**src/rtl/control_unit_seq.sv**
```systemverilog
// Decode-stage control unit: turns an instruction class/opcode into registered
// execute controls and stalls the front end for multi-cycle memory and multiply ops.
module control_unit_seq #(
  parameter int                 CMD_W       = 4,
  parameter int                 MUL_CYCLES  = 4,
  parameter int                 MEM_TIMEOUT = 16,
  parameter logic [CMD_W-1:0]   MUL_CMD     = CMD_W'(4'b1010)
) (
  input  logic             clk,
  input  logic             rst_n,
  input  logic             instr_valid,
  input  logic [1:0]       mode,
  input  logic [3:0]       op_code,
  input  logic             s_in,
  input  logic             cond_pass,
  input  logic             hazard,
  input  logic             flush,
  input  logic             mem_ready,
  output logic [CMD_W-1:0] exe_cmd,
  output logic             mem_read,
  output logic             mem_write,
  output logic             wb_enable,
  output logic             s_out,
  output logic             b_out,
  output logic             ctrl_valid,
  output logic             stall_out,
  output logic             mem_err
);

  localparam logic [1:0] IDLE     = 2'd0;
  localparam logic [1:0] MEM_WAIT = 2'd1;
  localparam logic [1:0] MUL_BUSY = 2'd2;

  localparam int MUL_W  = (MUL_CYCLES > 1) ? $clog2(MUL_CYCLES) : 1;
  localparam int WAIT_W = (MEM_TIMEOUT > 1) ? $clog2(MEM_TIMEOUT) : 1;

  localparam bit                TIMEOUT_EN = (MEM_TIMEOUT > 0);
  localparam bit                MUL_MULTI  = (MUL_CYCLES > 1);
  localparam logic [MUL_W-1:0]  MUL_LOAD   = MUL_W'(MUL_CYCLES - 1);
  localparam logic [WAIT_W-1:0] WAIT_LAST  = WAIT_W'(MEM_TIMEOUT - 1);

  typedef struct packed {
    logic [CMD_W-1:0] cmd;
    logic             rd;
    logic             wr;
    logic             wb;
    logic             s;
    logic             b;
    logic             valid;
  } ctrl_t;

  localparam ctrl_t BUBBLE = '0;

  function automatic logic [CMD_W-1:0] cmd4(input logic [3:0] code);
    return CMD_W'(code);
  endfunction

  logic [1:0]        state, state_d;
  ctrl_t             ctrl_q, ctrl_d;
  logic [MUL_W-1:0]  mul_cnt, mul_cnt_d;
  logic [WAIT_W-1:0] wait_cnt, wait_cnt_d;
  logic              flush_lat, flush_lat_d;

  ctrl_t dec;
  logic  dec_mem;
  logic  dec_mul;
  logic  issue;
  logic  kill;
  logic  timeout_hit;

  // ---------------------------------------------------------------- decode
  // NOTE: every always_comb output gets a default first so no path infers a latch.
  always_comb begin
    dec     = BUBBLE;
    dec_mem = 1'b0;
    dec_mul = 1'b0;
    unique case (mode)
      2'b00: begin
        dec.valid = 1'b1;
        dec.wb    = 1'b1;
        dec.s     = s_in;
        case (op_code)
          4'b1101: dec.cmd = cmd4(4'b0001);
          4'b1111: dec.cmd = cmd4(4'b1001);
          4'b0100: dec.cmd = cmd4(4'b0010);
          4'b0101: dec.cmd = cmd4(4'b0011);
          4'b0010: dec.cmd = cmd4(4'b0100);
          4'b0110: dec.cmd = cmd4(4'b0101);
          4'b0000: dec.cmd = cmd4(4'b0110);
          4'b1100: dec.cmd = cmd4(4'b0111);
          4'b0001: dec.cmd = cmd4(4'b1000);
          4'b1010: begin
            dec.cmd = cmd4(4'b0100);
            dec.wb  = 1'b0;
            dec.s   = 1'b1;
          end
          4'b1000: begin
            dec.cmd = cmd4(4'b0110);
            dec.wb  = 1'b0;
            dec.s   = 1'b1;
          end
          default: dec = BUBBLE;
        endcase
      end
      2'b01: begin
        // s_in doubles as the L bit: load writes back, store does not
        dec.valid = 1'b1;
        dec.cmd   = cmd4(4'b0010);
        dec.s     = s_in;
        dec.rd    = s_in;
        dec.wr    = ~s_in;
        dec.wb    = s_in;
        dec_mem   = 1'b1;
      end
      2'b10: begin
        dec.valid = 1'b1;
        dec.b     = 1'b1;
        dec.s     = s_in;
      end
      default: begin
        dec.valid = 1'b1;
        dec.cmd   = MUL_CMD;
        dec.s     = s_in;
        dec.wb    = ~MUL_MULTI;
        dec_mul   = MUL_MULTI;
      end
    endcase
  end

  // A latched flush only matters on the cycle that leaves MEM_WAIT.
  assign kill = flush | ((state == MEM_WAIT) & flush_lat) | hazard |
                ~instr_valid | ~cond_pass | ~dec.valid;

  // ------------------------------------------------------------ next state
  always_comb begin
    state_d     = state;
    ctrl_d      = ctrl_q;
    mul_cnt_d   = mul_cnt;
    wait_cnt_d  = wait_cnt;
    flush_lat_d = flush_lat;
    timeout_hit = 1'b0;
    issue       = 1'b0;

    case (state)
      MEM_WAIT: begin
        if (mem_ready) begin
          issue = 1'b1;
        end else if (TIMEOUT_EN && (wait_cnt == WAIT_LAST)) begin
          timeout_hit = 1'b1;
          ctrl_d      = BUBBLE;
          state_d     = IDLE;
          flush_lat_d = 1'b0;
          wait_cnt_d  = '0;
        end else begin
          flush_lat_d = flush_lat | flush;
          if (TIMEOUT_EN) wait_cnt_d = wait_cnt + 1'b1;
        end
      end
      MUL_BUSY: begin
        if (mul_cnt == '0) begin
          issue = 1'b1;
        end else if (flush) begin
          ctrl_d    = BUBBLE;
          mul_cnt_d = '0;
          state_d   = IDLE;
        end else begin
          mul_cnt_d = mul_cnt - 1'b1;
          // writeback is raised for exactly the cycle the counter reads zero
          if (mul_cnt == MUL_W'(1)) ctrl_d.wb = 1'b1;
        end
      end
      default: issue = 1'b1;
    endcase

    if (issue) begin
      flush_lat_d = 1'b0;
      mul_cnt_d   = '0;
      wait_cnt_d  = '0;
      if (kill) begin
        ctrl_d  = BUBBLE;
        state_d = IDLE;
      end else begin
        ctrl_d = dec;
        if (dec_mem) begin
          state_d = MEM_WAIT;
        end else if (dec_mul) begin
          state_d   = MUL_BUSY;
          mul_cnt_d = MUL_LOAD;
        end else begin
          state_d = IDLE;
        end
      end
    end
  end

  // ------------------------------------------------------------- registers
  // NOTE: sequential state uses non-blocking assignments only, so every flop
  // samples pre-edge values regardless of statement order.
  always_ff @(posedge clk) begin
    if (!rst_n) begin
      state     <= IDLE;
      ctrl_q    <= BUBBLE;
      mul_cnt   <= '0;
      wait_cnt  <= '0;
      flush_lat <= 1'b0;
    end else begin
      state     <= state_d;
      ctrl_q    <= ctrl_d;
      mul_cnt   <= mul_cnt_d;
      wait_cnt  <= wait_cnt_d;
      flush_lat <= flush_lat_d;
    end
  end

  // ---------------------------------------------------------------- outputs
  assign exe_cmd    = ctrl_q.cmd;
  assign mem_read   = ctrl_q.rd;
  assign mem_write  = ctrl_q.wr;
  assign wb_enable  = ctrl_q.wb;
  assign s_out      = ctrl_q.s;
  assign b_out      = ctrl_q.b;
  assign ctrl_valid = ctrl_q.valid;

  // A flush releases the multiply stall in the same cycle it aborts it.
  assign stall_out = rst_n & (((state == MEM_WAIT) & ~mem_ready) |
                              ((state == MUL_BUSY) & (mul_cnt != '0) & ~flush));
  assign mem_err   = rst_n & timeout_hit;

endmodule

```
**config.mk**
```make
export PLATFORM = sky130hd
export DESIGN_NAME = control_unit_seq
export DESIGN_NICKNAME = d
export VERILOG_FILES = /design/src/rtl/control_unit_seq.sv
export SDC_FILE = /design/constraint.sdc
export NUM_CORES = 1
export LEC_CHECK = 0
export ABC_AREA = 1
export BUFFER_PORTS_ARGS = -buffer_cell sky130_fd_sc_hd__buf_2
export CAP_MARGIN = 40
export CORE_ASPECT_RATIO = 0.7
export CORE_UTILIZATION = 51
export DETAILED_ROUTE_END_ITERATION = 7
export MAX_ROUTING_LAYER = met4
export PLACE_DENSITY = 0.75
export SLEW_MARGIN = 20
export SYNTH_ARGS = -nofsm -noshare
export SYNTH_HDL_FRONTEND = slang
export SYNTH_SLANG_ARGS = --single-unit
```
**constraint.sdc**
```tcl
create_clock -name clk -period 3.92 [get_ports clk]
set_clock_uncertainty 0.2 [all_clocks]
set_input_delay 0.392 -clock clk [delete_from_list [all_inputs] [get_ports clk]]
set_output_delay 0.392 -clock clk [all_outputs]
set_load 0.01 [all_outputs]
```
## Word level (Yosys, flattened, before mapping)

Index checks and enable logic that the tools add are counted.

- Register bits after elaboration: 19
- Input bits: 14
- Word-level logic and storage cells: 116

- Bitwise gates (word level): 20
- Reductions and logical operators: 17
- Multiplexer cells: 44
- Add/subtract/negate cells: 2
- Eq/ne operators: 22

Operator list:

| kind | count |
|---|---|
| two-way mux 10 bit | 5 |
| one-hot mux 4 bit (9 select lines) | 1 |
| two-way mux 2 bit | 16 |
| == test 4 bit, second input constant | 6 |
| one-hot mux 10 bit (2 select lines) | 1 |
| == test 4 x 3 -> 1 bit, second input constant | 3 |
| two-way mux 1 bit | 12 |
| one-hot mux 4 bit (3 select lines) | 1 |
| OR reduction 11 bit | 1 |
| AND reduction 5 bit | 2 |
| != test 3 bit, second input constant | 3 |
| OR reduction 9 bit | 1 |
| one-hot mux 2 bit (2 select lines) | 2 |
| OR reduction 2 bit | 4 |
| NOT 1 bit | 7 |
| bitwise OR 1 bit | 7 |
| AND 1 bit | 6 |
| == test 2 x 1 -> 1 bit, second input constant | 3 |
| two-way mux 6 bit | 1 |
| one-hot mux 1 bit (2 select lines) | 3 |
| adder 4 x 1 -> 4 bit, second input constant | 1 |
| == test 2 bit, second input constant | 2 |
| == test 4 x 1 -> 1 bit, second input constant | 1 |
| == test 4 x 2 -> 1 bit, second input constant | 1 |
| 12 further kinds | 15 |

## Logic depth before layout (Yosys ltp)

Gate-level depths: netlist of the first run.

- Depth after elaboration: 9
- Mapped depth: 10
- Depth with buffers taken out: 9

## Least setup slack after synthesis of the first run

No wires, ideal clock.

- Kind: register to output
- Start point: reg state[1]
- End point: out mem_err
- Arrival: 1083 ps
- Slack: 2245 ps
- Data required time: 3328 ps
- Stages on the path, launching flop included: 7
- Cell sequence: dfxtp_1 -> inv_1 -> ha_1 -> inv_2 -> nor2_4 -> inv_1 -> nor3_1

- Longest elaborated chain between the ends: 3

Ends and longest elaborated chain:

| item | line | RTL |
|---|---|---|
| start, declared | 58 | `logic [1:0] state, state_d;` |
| start signal, assigned | 207 | `state <= state_d;` |
| == test 2 x 1 -> 1 bit | 144 | `case (state)` |
| two-way mux 1 bit | 144 |  |
| AND 1 bit | 227 | `assign mem_err = rst_n & timeout_hit;` |
| end, declared | 27 | `output logic mem_err` |

No other way between the ends.

## Final worst setup path of the first run

- Start point: reg state[0]
- End point: out mem_err

The elaborated chain is that of the path after synthesis.

==> results.py, run 1 <==
metrics = {
    "grt": {
        "grt_util_all_layers_pct": 23.4,
        "grt_max_degree": 16,
        "grt-ovfl-total": 0,
        "grt_pass1_vias": 1009,
        "grt_pass1_wl_mm": 4.35,
        "grt_antenna_before_repair": 0,
    },
    "synthesis": {
        "synthMuxAreaShare_pct": 0,
        "async_flop_share_pct": 0,
        "synthTopCellsByArea": "dfxtp_1 32%, nand2_1 14%, ha_1 10%",
        "synth_area_leader_cell": "dfxtp_1",
        "synth_cells": 169,
        "synth_xor_area_share_pct": 2.18,
        "syn_area_mm2": 0.00121,
        "yosysMostFrequentCell": "nand2_1",
        "synth_top_family_by_area": "simple AND/OR/NAND/NOR gates",
        "yosysSeqAreaShare_pct": 31.5,
        "synth.top_cell.area_share_pct": 31.5,
        "ys_ff_latch": 19,
        "yosysUniqueCellTypes": 25,
        "synth_compound_area_share_pct": 13.4,
        "ys.flop_type": "dfxtp_1",
        "syn-num-nets": 193,
        "synth_commonest_cells": "46 x nand2_1, 20 x inv_1, 19 x dfxtp_1",
        "avgSynthCellArea_um2": 7.14,
        "synth-adder-area-share_pct": 10.4,
        "synth-edff-count": 0,
        "synth-simple-area-share_pct": 34.8,
        "yosysWarnings": 0,
    },
    "worst_setup_path": {
        "path_depth": 6,
        "crit_path_start_kind": "register",
        "worstSetupStartpoint": "state[0]",
        "crit_path_end": "mem_err",
        "worstPathRequired_ns": 3.33,
        "reg2reg_depth": 7,
        "cp_top_family": "flip-flops",
        "critPathMaxStageDelay_ns": 0.38,
        "r2r_slack_ns": 2.12,
        "cp_max_fo": 7,
        "r2r-start": "state[0]",
        "critical_path_class": "register to output pin",
        "crit_buf_inv": 3,
        "r2r_end": "mem_read",
        "cp_cell_sequence": "ha_1 -> inv_2 -> nor2_4 -> inv_1 -> nor3_1 -> buf_2",
        "worst_path_max_delay_cell": "dfxtp_1",
        "endpoint_kind": "output pin",
        "arrival_ns": 1.54,
    },
    "pwr": {
        "irDropWorstVdd_v": 0.000138,
        "p_per_area_mw_per_mm2": 243,
        "leakagePower_uw": 0.000603,
        "total_power_uw": 335,
    },
    "timing": {
        "grt_setup_unrepaired": "false",
        "fin_tns_setup_ns": 0,
        "min_period_ns": 2.13,
        "maxSlewViolCount": 0,
        "fmax_mhz": 470,
        "tightest_slew_ns": 0.527,
        "relSlewSlack_pct": 64.8,
        "finalSetupViolCount": 0,
        "setup_ws_ns": 1.79,
        "finalCritPeriodShare_pct": 54.3,
        "hold_violations": 0,
        "hold_slack_ns": 0.148,
    },
    "die": {
        "die-area_mm2": 0.00257,
        "core_mm2": 0.00219,
        "fp.dieH_um": 42.7,
        "initial_core_util_pct": 55.1,
        "fp.dieW_um": 60.1,
        "rows": 14,
        "pin_count": 26,
    },
    "placement": {
        "post-place-ws_ns": 2.14,
        "port_buffers": 25,
        "dp_hpwl_mm": 1.98,
        "gp_congestion": 0.919,
    },
    "cells_and_area": {
        "nNetsFinal": 221,
        "fill_cells": 221,
        "postLayoutCoreUtil_pct": 63.1,
        "area_growth_pct": 14.6,
        "antenna_cells": 0,
        "drive_above_1_share_pct": 24.0,
    },
    "hold_path": {
        "hp-class": "primary input to register",
        "hp-start": "rst_n",
    },
    "routing": {
        "wl_mm": 2.50,
        "wire_per_inst_um": 11.0,
        "vias": 1111,
        "drt-initial-drc-count": 33,
        "drt-pass1-iter-count": 4,
        "viasPerCell": 4.87,
        "post-route-drc-count": 0,
        "antenna_left": 0,
    },
    "clock_tree": {
        "tritoncts": "yes",
        "ctsResizeCount": 0,
        "ctsHoldBuffers": 0,
        "cts-root-buf": "clkbuf_4",
        "clkTransAtPathRegs_ns": 0.10,
        "cts_max_path_buffers": 2,
        "htreeDepth": 1,
        "cts_sinks": 19,
        "clk_latency_ns": 0.29,
        "cts_made_buffers": 3,
        "post_cts_buffers": 0,
    },
    "status": {
        "status": "finished clean",
    },
    "run": {
        "drv_cap": 0,
    },
}
==> cells in the final DEF, fill, tap and decap left out <==
master,count
xor2_1,2
o21ai_0,8
buf_2,25
inv_2,1
nor2_4,2
nor2_2,1
clkbuf_4,3
xnor2_1,1
nor3_4,1
a21oi_2,5
o21bai_1,1
nand3b_1,1
nand3_2,3
inv_1,20
dfxtp_1,19
clkbuf_1,1
nand2_2,4
nand3_1,8
or2_2,1
nor2_8,1
a21oi_1,14
nor2_1,15
nand4_1,1
nand2_1,46
ha_1,10
nor3_1,2
==> worst min-delay path by stage <==
stage	end	slack [ns]	cells after the start
floorplan	flush_lat	0.23	2
global placement	flush_lat	0.24	2
detailed placement	flush_lat	0.25	2
CTS	mul_cnt[1]	0.14	3
global route	mul_cnt[1]	0.19	3
finish	mul_cnt[1]	0.15	3
==> routing by layer <==
metal | track usage (%) | share of wire (%) | vias to the layer above
met5 | - | 0 | -
met4 | 4.19 | 0.68 | 0
met3 | 7.32 | 4.6 | 4
met2 | 33.8 | 43 | 24
met1 | 32.4 | 51 | 490
li1 | - | - | 593
==> sequential cells by signal (all words and copies together), names as in the netlist <==
name / cells
mem_write: 1
b_out: 1
flush_lat: 1
s_out: 1
mem_read: 1
state: 2
exe_cmd: 4
wait_cnt: 4
ctrl_valid: 1
wb_enable: 1
mul_cnt: 2
==> cell families after synthesis <==
kind of cell | Yosys count
compound gates | 28
xor+xnor | 3
buf+inv | 23
fa+ha+maj | 10
flops | 19
simple gates | 86
==> worst reg2reg max path, delay by kind of cell, from the launching register on <==
kind / cells / cell delay (ns)
buffers and inverters: 1 / 0.06
AO/OA/AOI/OAI: 2 / 0.34
adder cells (fa/ha/maj): 1 / 0.34
flip-flops: 1 / 0.38
AND/OR/NAND/NOR: 3 / 0.41
==> final cells by class <==
class / count / area, µm² / share of cell area, %
Inverter: 21 / 78.8 / 5.70
Tap cell: 32 / 40.0 / 2.90
Multi-Input combinational cell: 127 / 732 / 52.9
Sequential cell: 19 / 380 / 27.5
Clock buffer: 4 / 26.3 / 1.90
Timing Repair Buffer: 25 / 125 / 9.05
==> stage by stage <==
| step | instances | cell area (µm²) |
|---|---|---|
| 3_3_place_gp | 224 | 1360 |
| 4_1_cts | 228 | 1380 |
| 6_report | 228 | 1380 |
| 2_1_floorplan | 169 | 1210 |
| 5_1_grt | 228 | 1380 |
| 3_5_place_dp | 224 | 1360 |
==> power breakdown <==
group | switching [µW] | internal (µW) | leakage, µW
clock | 56.3 | 39.6 | 0.0000150
combinational | 28.7 | 16.0 | 0.000435
sequential | 0.592 | 194 | 0.000153
total | 85.6 | 250 | 0.000603
Power figures use the tool's default switching activity.
==> run 2: changes to the inputs <==
ABC_AREA = 0   (was 1)
PLACE_DENSITY = 0.76   (was 0.75)
clock period = 2.13 ns   (was 3.92 ns; I/O delays follow)
==> run 2 against run 1 <==
First-iteration DRC count is 55% higher. Sequential cell count stayed put. Wire length is 5.9% higher.
==> results.py, run 2 <==
metrics = {
    "grt": {
        "grt_pass1_wl_mm": 4.39,
        "grt_util_all_layers_pct": 24.0,
        "grt_antenna_before_repair": 0,
        "grt_max_degree": 14,
        "grt-ovfl-total": 0,
        "grt_pass1_vias": 1007,
    },
    "die": {
        "die-area_mm2": 0.00252,
        "rows": 14,
        "core_mm2": 0.00217,
        "initial_core_util_pct": 54.5,
        "fp.dieW_um": 59.6,
        "pin_count": 26,
        "fp.dieH_um": 42.3,
    },
    "timing": {
        "hold_violations": 0,
        "maxSlewViolCount": 0,
        "finalSetupViolCount": 0,
        "tightest_slew_ns": 0.472,
        "fin_tns_setup_ns": 0,
        "fmax_mhz": 500,
        "min_period_ns": 2.00,
        "setup_ws_ns": 0.129,
        "grt_setup_unrepaired": "false",
        "relSlewSlack_pct": 68.5,
        "finalCritPeriodShare_pct": 93.9,
    },
    "pwr": {
        "swShare_pct": 25.0,
        "seqPwrFrac_pct": 58.0,
        "p_per_area_mw_per_mm2": 452,
        "power_frac_comb_pct": 13.5,
        "leakagePower_uw": 0.000555,
        "power_frac_clock_pct": 28.5,
        "total_power_uw": 618,
        "intPower_uw": 463,
        "p_sw_uw": 155,
        "irDropWorstVdd_v": 0.000219,
    },
    "cells_and_area": {
        "drive_above_1_share_pct": 25.2,
        "area_growth_pct": 15.5,
        "layout_common_cells": "25 x buf_2, 18 x dfxtp_1, 14 x a21oi_1",
        "antenna_cells": 0,
        "final_cells": 195,
        "mostFrequentLayoutCell": "buf_2",
        "nNetsFinal": 188,
    },
    "worst_setup_path": {
        "cp_max_fo": 9,
        "endpoint_kind": "output pin",
        "crit_path_start_kind": "register",
        "critPathMaxStageDelay_ns": 0.39,
        "cp_cell_sequence": "ha_2 -> nor2b_1 -> buf_4 -> a21oi_1 -> nor2_1 -> buf_2",
        "r2r_slack_ns": 0.14,
        "critical_path_class": "register to output pin",
        "arrival_ns": 1.59,
        "worstPathRequired_ns": 1.72,
        "worst_path_max_delay_cell": "dfxtp_1",
    },
    "routing": {
        "wire_per_inst_um": 13.6,
        "vias": 1089,
        "post-route-drc-count": 0,
        "wl_mm": 2.65,
        "antenna_left": 0,
        "viasPerCell": 5.58,
        "drt-pass1-iter-count": 4,
        "drt-initial-drc-count": 51,
    },
    "synthesis": {
        "synth_cells": 138,
        "ys.flop_type": "dfxtp_1",
        "synth_commonest_cells": "19 x dfxtp_1, 14 x a21oi_1, 11 x o21ai_0",
        "synth-edff-count": 0,
        "syn_area_mm2": 0.00118,
        "synth.top_cell.area_share_pct": 32.1,
        "ys_ff_latch": 19,
        "yosysWarnings": 0,
        "async_flop_share_pct": 0,
        "synth_area_leader_cell": "dfxtp_1",
        "syn-num-nets": 162,
        "yosysMostFrequentCell": "dfxtp_1",
        "yosysUniqueCellTypes": 41,
        "yosysSeqAreaShare_pct": 32.1,
        "synthTopCellsByArea": "dfxtp_1 32%, ha_1 11%, a21oi_1 5.9%",
        "avgSynthCellArea_um2": 8.58,
    },
    "placement": {
        "post-place-ws_ns": 0.146,
        "gp_congestion": 0.875,
        "dp.cells": 190,
        "port_buffers": 25,
        "dp_hpwl_mm": 2.10,
    },
    "clock_tree": {
        "cts_made_buffers": 3,
        "cts_max_path_buffers": 2,
        "clk_latency_ns": 0.29,
        "tritoncts": "yes",
        "cts_sinks": 19,
        "clkTransAtPathRegs_ns": 0.10,
        "htreeDepth": 1,
        "cts-root-buf": "clkbuf_4",
        "post_cts_buffers": 0,
    },
    "run": {
        "drv_cap": 0,
    },
    "hold_path": {
        "hp-class": "primary input to register",
    },
    "status": {
        "status": "finished clean",
    },
}
-- run 2: cell count changes after synthesis, moves of 4 or more --
cell and delta:
a211oi_1 +4, a21oi_2 -5, and3_1 +4, inv_1 -11
nand2_1 -41, nor2_1 -6
-- run 2: critical path: cells and delay by family (launching register included) --
family,cells,cell delay [ns]
AO/OA/AOI/OAI,1,0.06
adder cells (fa/ha/maj),1,0.25
buffers and inverters,2,0.32
flip-flops,1,0.39
AND/OR/NAND/NOR,2,0.27
-- run 2: timing repair --
item / CTS / global route
hold buffers: 1 / 0
resized for setup: 0 / 3
setup endpoints to repair: 0 / 5
hold endpoints to repair: 1 / 0
-- run 2: power by group through the flow --
stage | clock [µW] | sequential (µW) | combinational [µW]
2_1_floorplan | 0 | 367 | 50.3
3_3_place_gp | 0 | 366 | 77.0
3_5_place_dp | 0 | 367 | 80.5
4_1_cts | 186 | 358 | 82.2
5_1_grt | 200 | 359 | 91.3
6_report | 176 | 358 | 83.3
-- run 2: per-layer routing --
layer | vias to the layer above | global-route usage, % | share of wire [%]
met5 | - | - | 0
met4 | 0 | 4.65 | 0.72
met3 | 4 | 5.56 | 5.5
met2 | 31 | 38.9 | 45
met1 | 506 | 30.8 | 49
li1 | 548 | - | -
-- run 2: cell families (layout without fill, tap and decap cells) --
family	count (synthesis)	after routing	share of synthesized area, %
compound gates	47	47	27.2
xor+xnor	5	5	3.70
fa+ha+maj	10	10	10.6
buf+inv	17	42	6.34
flops	19	19	32.1
mux	1	1	0.846
simple gates	39	39	19.2
-- run 2: area by class of cell --
type / instances / area, µm²
multi-input combinational: 102 / 732
clock buffer: 4 / 26.3
fill: 201 / 805
timing repair buffer: 28 / 150
sequential: 19 / 382
inverter: 10 / 37.5
tap: 32 / 40.0
-- run 2: stage by stage --
| step | utilization, % | instance area (µm²) | hold WS (ns) |
|---|---|---|---|
| 6_report | 63.0 | 1370 | 0.0212 |
| 3_5_place_dp | 61.1 | 1330 | 0.255 |
| 2_1_floorplan | - | 1180 | 0.130 |
| 5_1_grt | 63.0 | 1370 | 0.0513 |
| 4_1_cts | 62.7 | 1360 | 0.0146 |
| 3_3_place_gp | 61.1 | 1330 | 0.255 |
-- run 2: final timing paths --
kind / start / endpoint / cells after the start
worst max-delay path: state[0] / stall_out / 6
worst min-delay path: flush / flush_lat / 3
worst max register to register: state[0] / wait_cnt[3] / 6
worst min register to register: exe_cmd[2] / exe_cmd[2] / 2
==> run 3: changes to the inputs <==
ABC_AREA = 1   (was 0)
PLACE_DENSITY = 0.75   (was 0.76)
==> run 3 against run 2 <==
Setup slack improved by 0.054 ns. Sequential power barely moved. Design area rose by 2.4%. Combinational power rose by 1%. Register-to-register slack improved by 0.20 ns. Worst hold slack improved by 0.020 ns. Via count rose by 4.6%. First-iteration DRC count fell by 31%. Non-clock buffer count fell by 1. Critical endpoint unchanged. Highest routed layer unchanged.
==> results.py, run 3 (synthesis gave the netlist of run 1 again) <==
metrics = {
    "die": {
        "fp.dieW_um": 60.1,
        "initial_core_util_pct": 55.1,
        "pin_count": 26,
        "core_mm2": 0.00219,
        "rows": 14,
        "fp.dieH_um": 42.7,
        "die-area_mm2": 0.00257,
    },
    "cells_and_area": {
        "final_cells": 230,
        "drive_above_1_share_pct": 24.2,
        "layout_common_cells": "46 x nand2_1, 25 x buf_2, 20 x inv_1",
        "area_growth_pct": 16.1,
        "nNetsFinal": 223,
        "antenna_cells": 0,
        "mostFrequentLayoutCell": "nand2_1",
    },
    "worst_setup_path": {
        "worst_path_max_delay_cell": "dfxtp_1",
        "endpoint_kind": "output pin",
        "crit_path_start_kind": "register",
        "r2r_end": "mem_write",
        "r2r_slack_ns": 0.34,
        "critical_path_class": "register to output pin",
        "cp_top_family": "buffers and inverters",
        "critPathMaxStageDelay_ns": 0.36,
        "r2r-start": "state[1]",
        "worstPathRequired_ns": 1.72,
        "cp_max_fo": 7,
        "reg2reg_depth": 9,
        "cpMostUsedCell": "inv_1",
        "cp_cell_sequence": "inv_1 -> ha_1 -> inv_2 -> nor2_4 -> inv_1 -> a21oi_1 -> buf_2",
        "crit_buf_inv": 4,
        "arrival_ns": 1.53,
    },
    "timing": {
        "finalCritPeriodShare_pct": 91.4,
        "fin_tns_setup_ns": 0,
        "hold_violations": 0,
        "maxSlewViolCount": 0,
        "grt_setup_unrepaired": "false",
        "min_period_ns": 1.95,
        "tightest_slew_ns": 0.359,
        "finalSetupViolCount": 0,
        "fmax_mhz": 514,
        "relSlewSlack_pct": 76.0,
    },
    "grt": {
        "grt_antenna_before_repair": 0,
        "grt_util_all_layers_pct": 23.1,
        "grt_max_degree": 13,
        "grt_pass1_vias": 1009,
        "grt-ovfl-total": 0,
        "grt_pass1_wl_mm": 4.24,
    },
    "clock_tree": {
        "cts-root-buf": "clkbuf_4",
        "cts_sinks": 19,
        "clk_latency_ns": 0.29,
        "cts_made_buffers": 3,
        "clkTransAtPathRegs_ns": 0.10,
        "htreeDepth": 1,
        "cts_max_path_buffers": 2,
        "ctsResizeCount": 0,
        "tritoncts": "yes",
        "post_cts_buffers": 0,
    },
    "hold_path": {
        "holdPathEnd": "wait_cnt[1]",
        "hp-class": "primary input to register",
        "hold_depth": 4,
        "hp-start": "mem_ready",
    },
    "routing": {
        "viasPerCell": 4.95,
        "drt-initial-drc-count": 35,
        "post-route-drc-count": 0,
        "wl_mm": 2.49,
        "wire_per_inst_um": 10.8,
        "drt-pass1-iter-count": 4,
        "antenna_left": 0,
        "vias": 1139,
    },
    "pwr": {
        "p_per_area_mw_per_mm2": 442,
        "irDropWorstVdd_v": 0.000342,
        "leakagePower_uw": 0.000612,
    },
    "placement": {
        "dp.cells": 225,
        "gp_congestion": 0.912,
        "port_buffers": 25,
        "dp_hpwl_mm": 2.07,
    },
    "status": {
        "status": "finished clean",
    },
    "run": {
        "drv_cap": 0,
    },
}
-- run 3: changes by cell type in the layout (fill, tap and decap cells not counted), moves of 3 or more --
| cell | delta |
|---|---|
| nor2_1 | +6 |
| or3_1 | -3 |
| nand3_1 | +3 |
| a21oi_2 | +5 |
| o21ai_0 | -3 |
| nand2_2 | +3 |
| a31oi_1 | -3 |
| a211oi_1 | -4 |
| and3_1 | -3 |
| inv_1 | +11 |
| nand2_1 | +41 |
-- run 3: stage by stage --
| stage | util, % | power (µW) | worst slack (ns) | hold WS, ns | area (µm²) |
|---|---|---|---|---|---|
| 3_3_place_gp | 62.3 | 447 | 0.451 | 0.239 | 1360 |
| 3_5_place_dp | 62.3 | 449 | 0.363 | 0.249 | 1360 |
| 4_1_cts | 63.9 | 632 | 0.151 | 0.0263 | 1400 |
| 5_1_grt | 63.9 | 654 | 0.0320 | 0.0388 | 1400 |
| 2_1_floorplan | - | 416 | 0.531 | 0.151 | 1210 |
| 6_report | 63.9 | 619 | 0.183 | 0.0415 | 1400 |
-- run 3: tightest hold or removal path, delay by kind of cell --
family          cells  cell delay [ns]
buf+inv             1             0.11
compound gates      1             0.06
simple gates        2             0.11
-- run 3: where the power goes --
part,internal [µW],switching (µW)
combinational,31.7,52.6
sequential,357,1.18
clock,72.9,104
-- run 3: metal layers --
metal  GRT usage (%)  up-vias  part of all wire, %
met1            30.3      511                   50
li1                -      598                    -
met3            6.40        2                  4.9
met5               -        -                    0
met2            35.2       28                   44
met4            5.58        0                 0.68
-- run 3: area by class of cell --
class	count	area, µm²
fillers	212	790
multi-input cells	127	732
flip-flops and latches	19	380
repair buffers	27	143
inverters	21	78.8
well taps	32	40.0
clock buffers	4	26.3
-- run 3: what timing repair did --
action | CTS | global route
endpoints found under the setup margin | 0 | 0
endpoints found under the hold margin | 2 | 0
hold buffers | 1 | 0
-- run 3: worst max path at each step --
stage	start	to	slack (ns)	cells after the start
floorplan	state[0]	ctrl_valid	0.53	8
global placement	state[0]	exe_cmd[2]	0.45	8
detailed placement	state[1]	mem_write	0.36	9
CTS	state[1]	mem_err	0.15	7
global route	state[1]	mem_err	0.03	7
finish	state[1]	stall_out	0.18	7
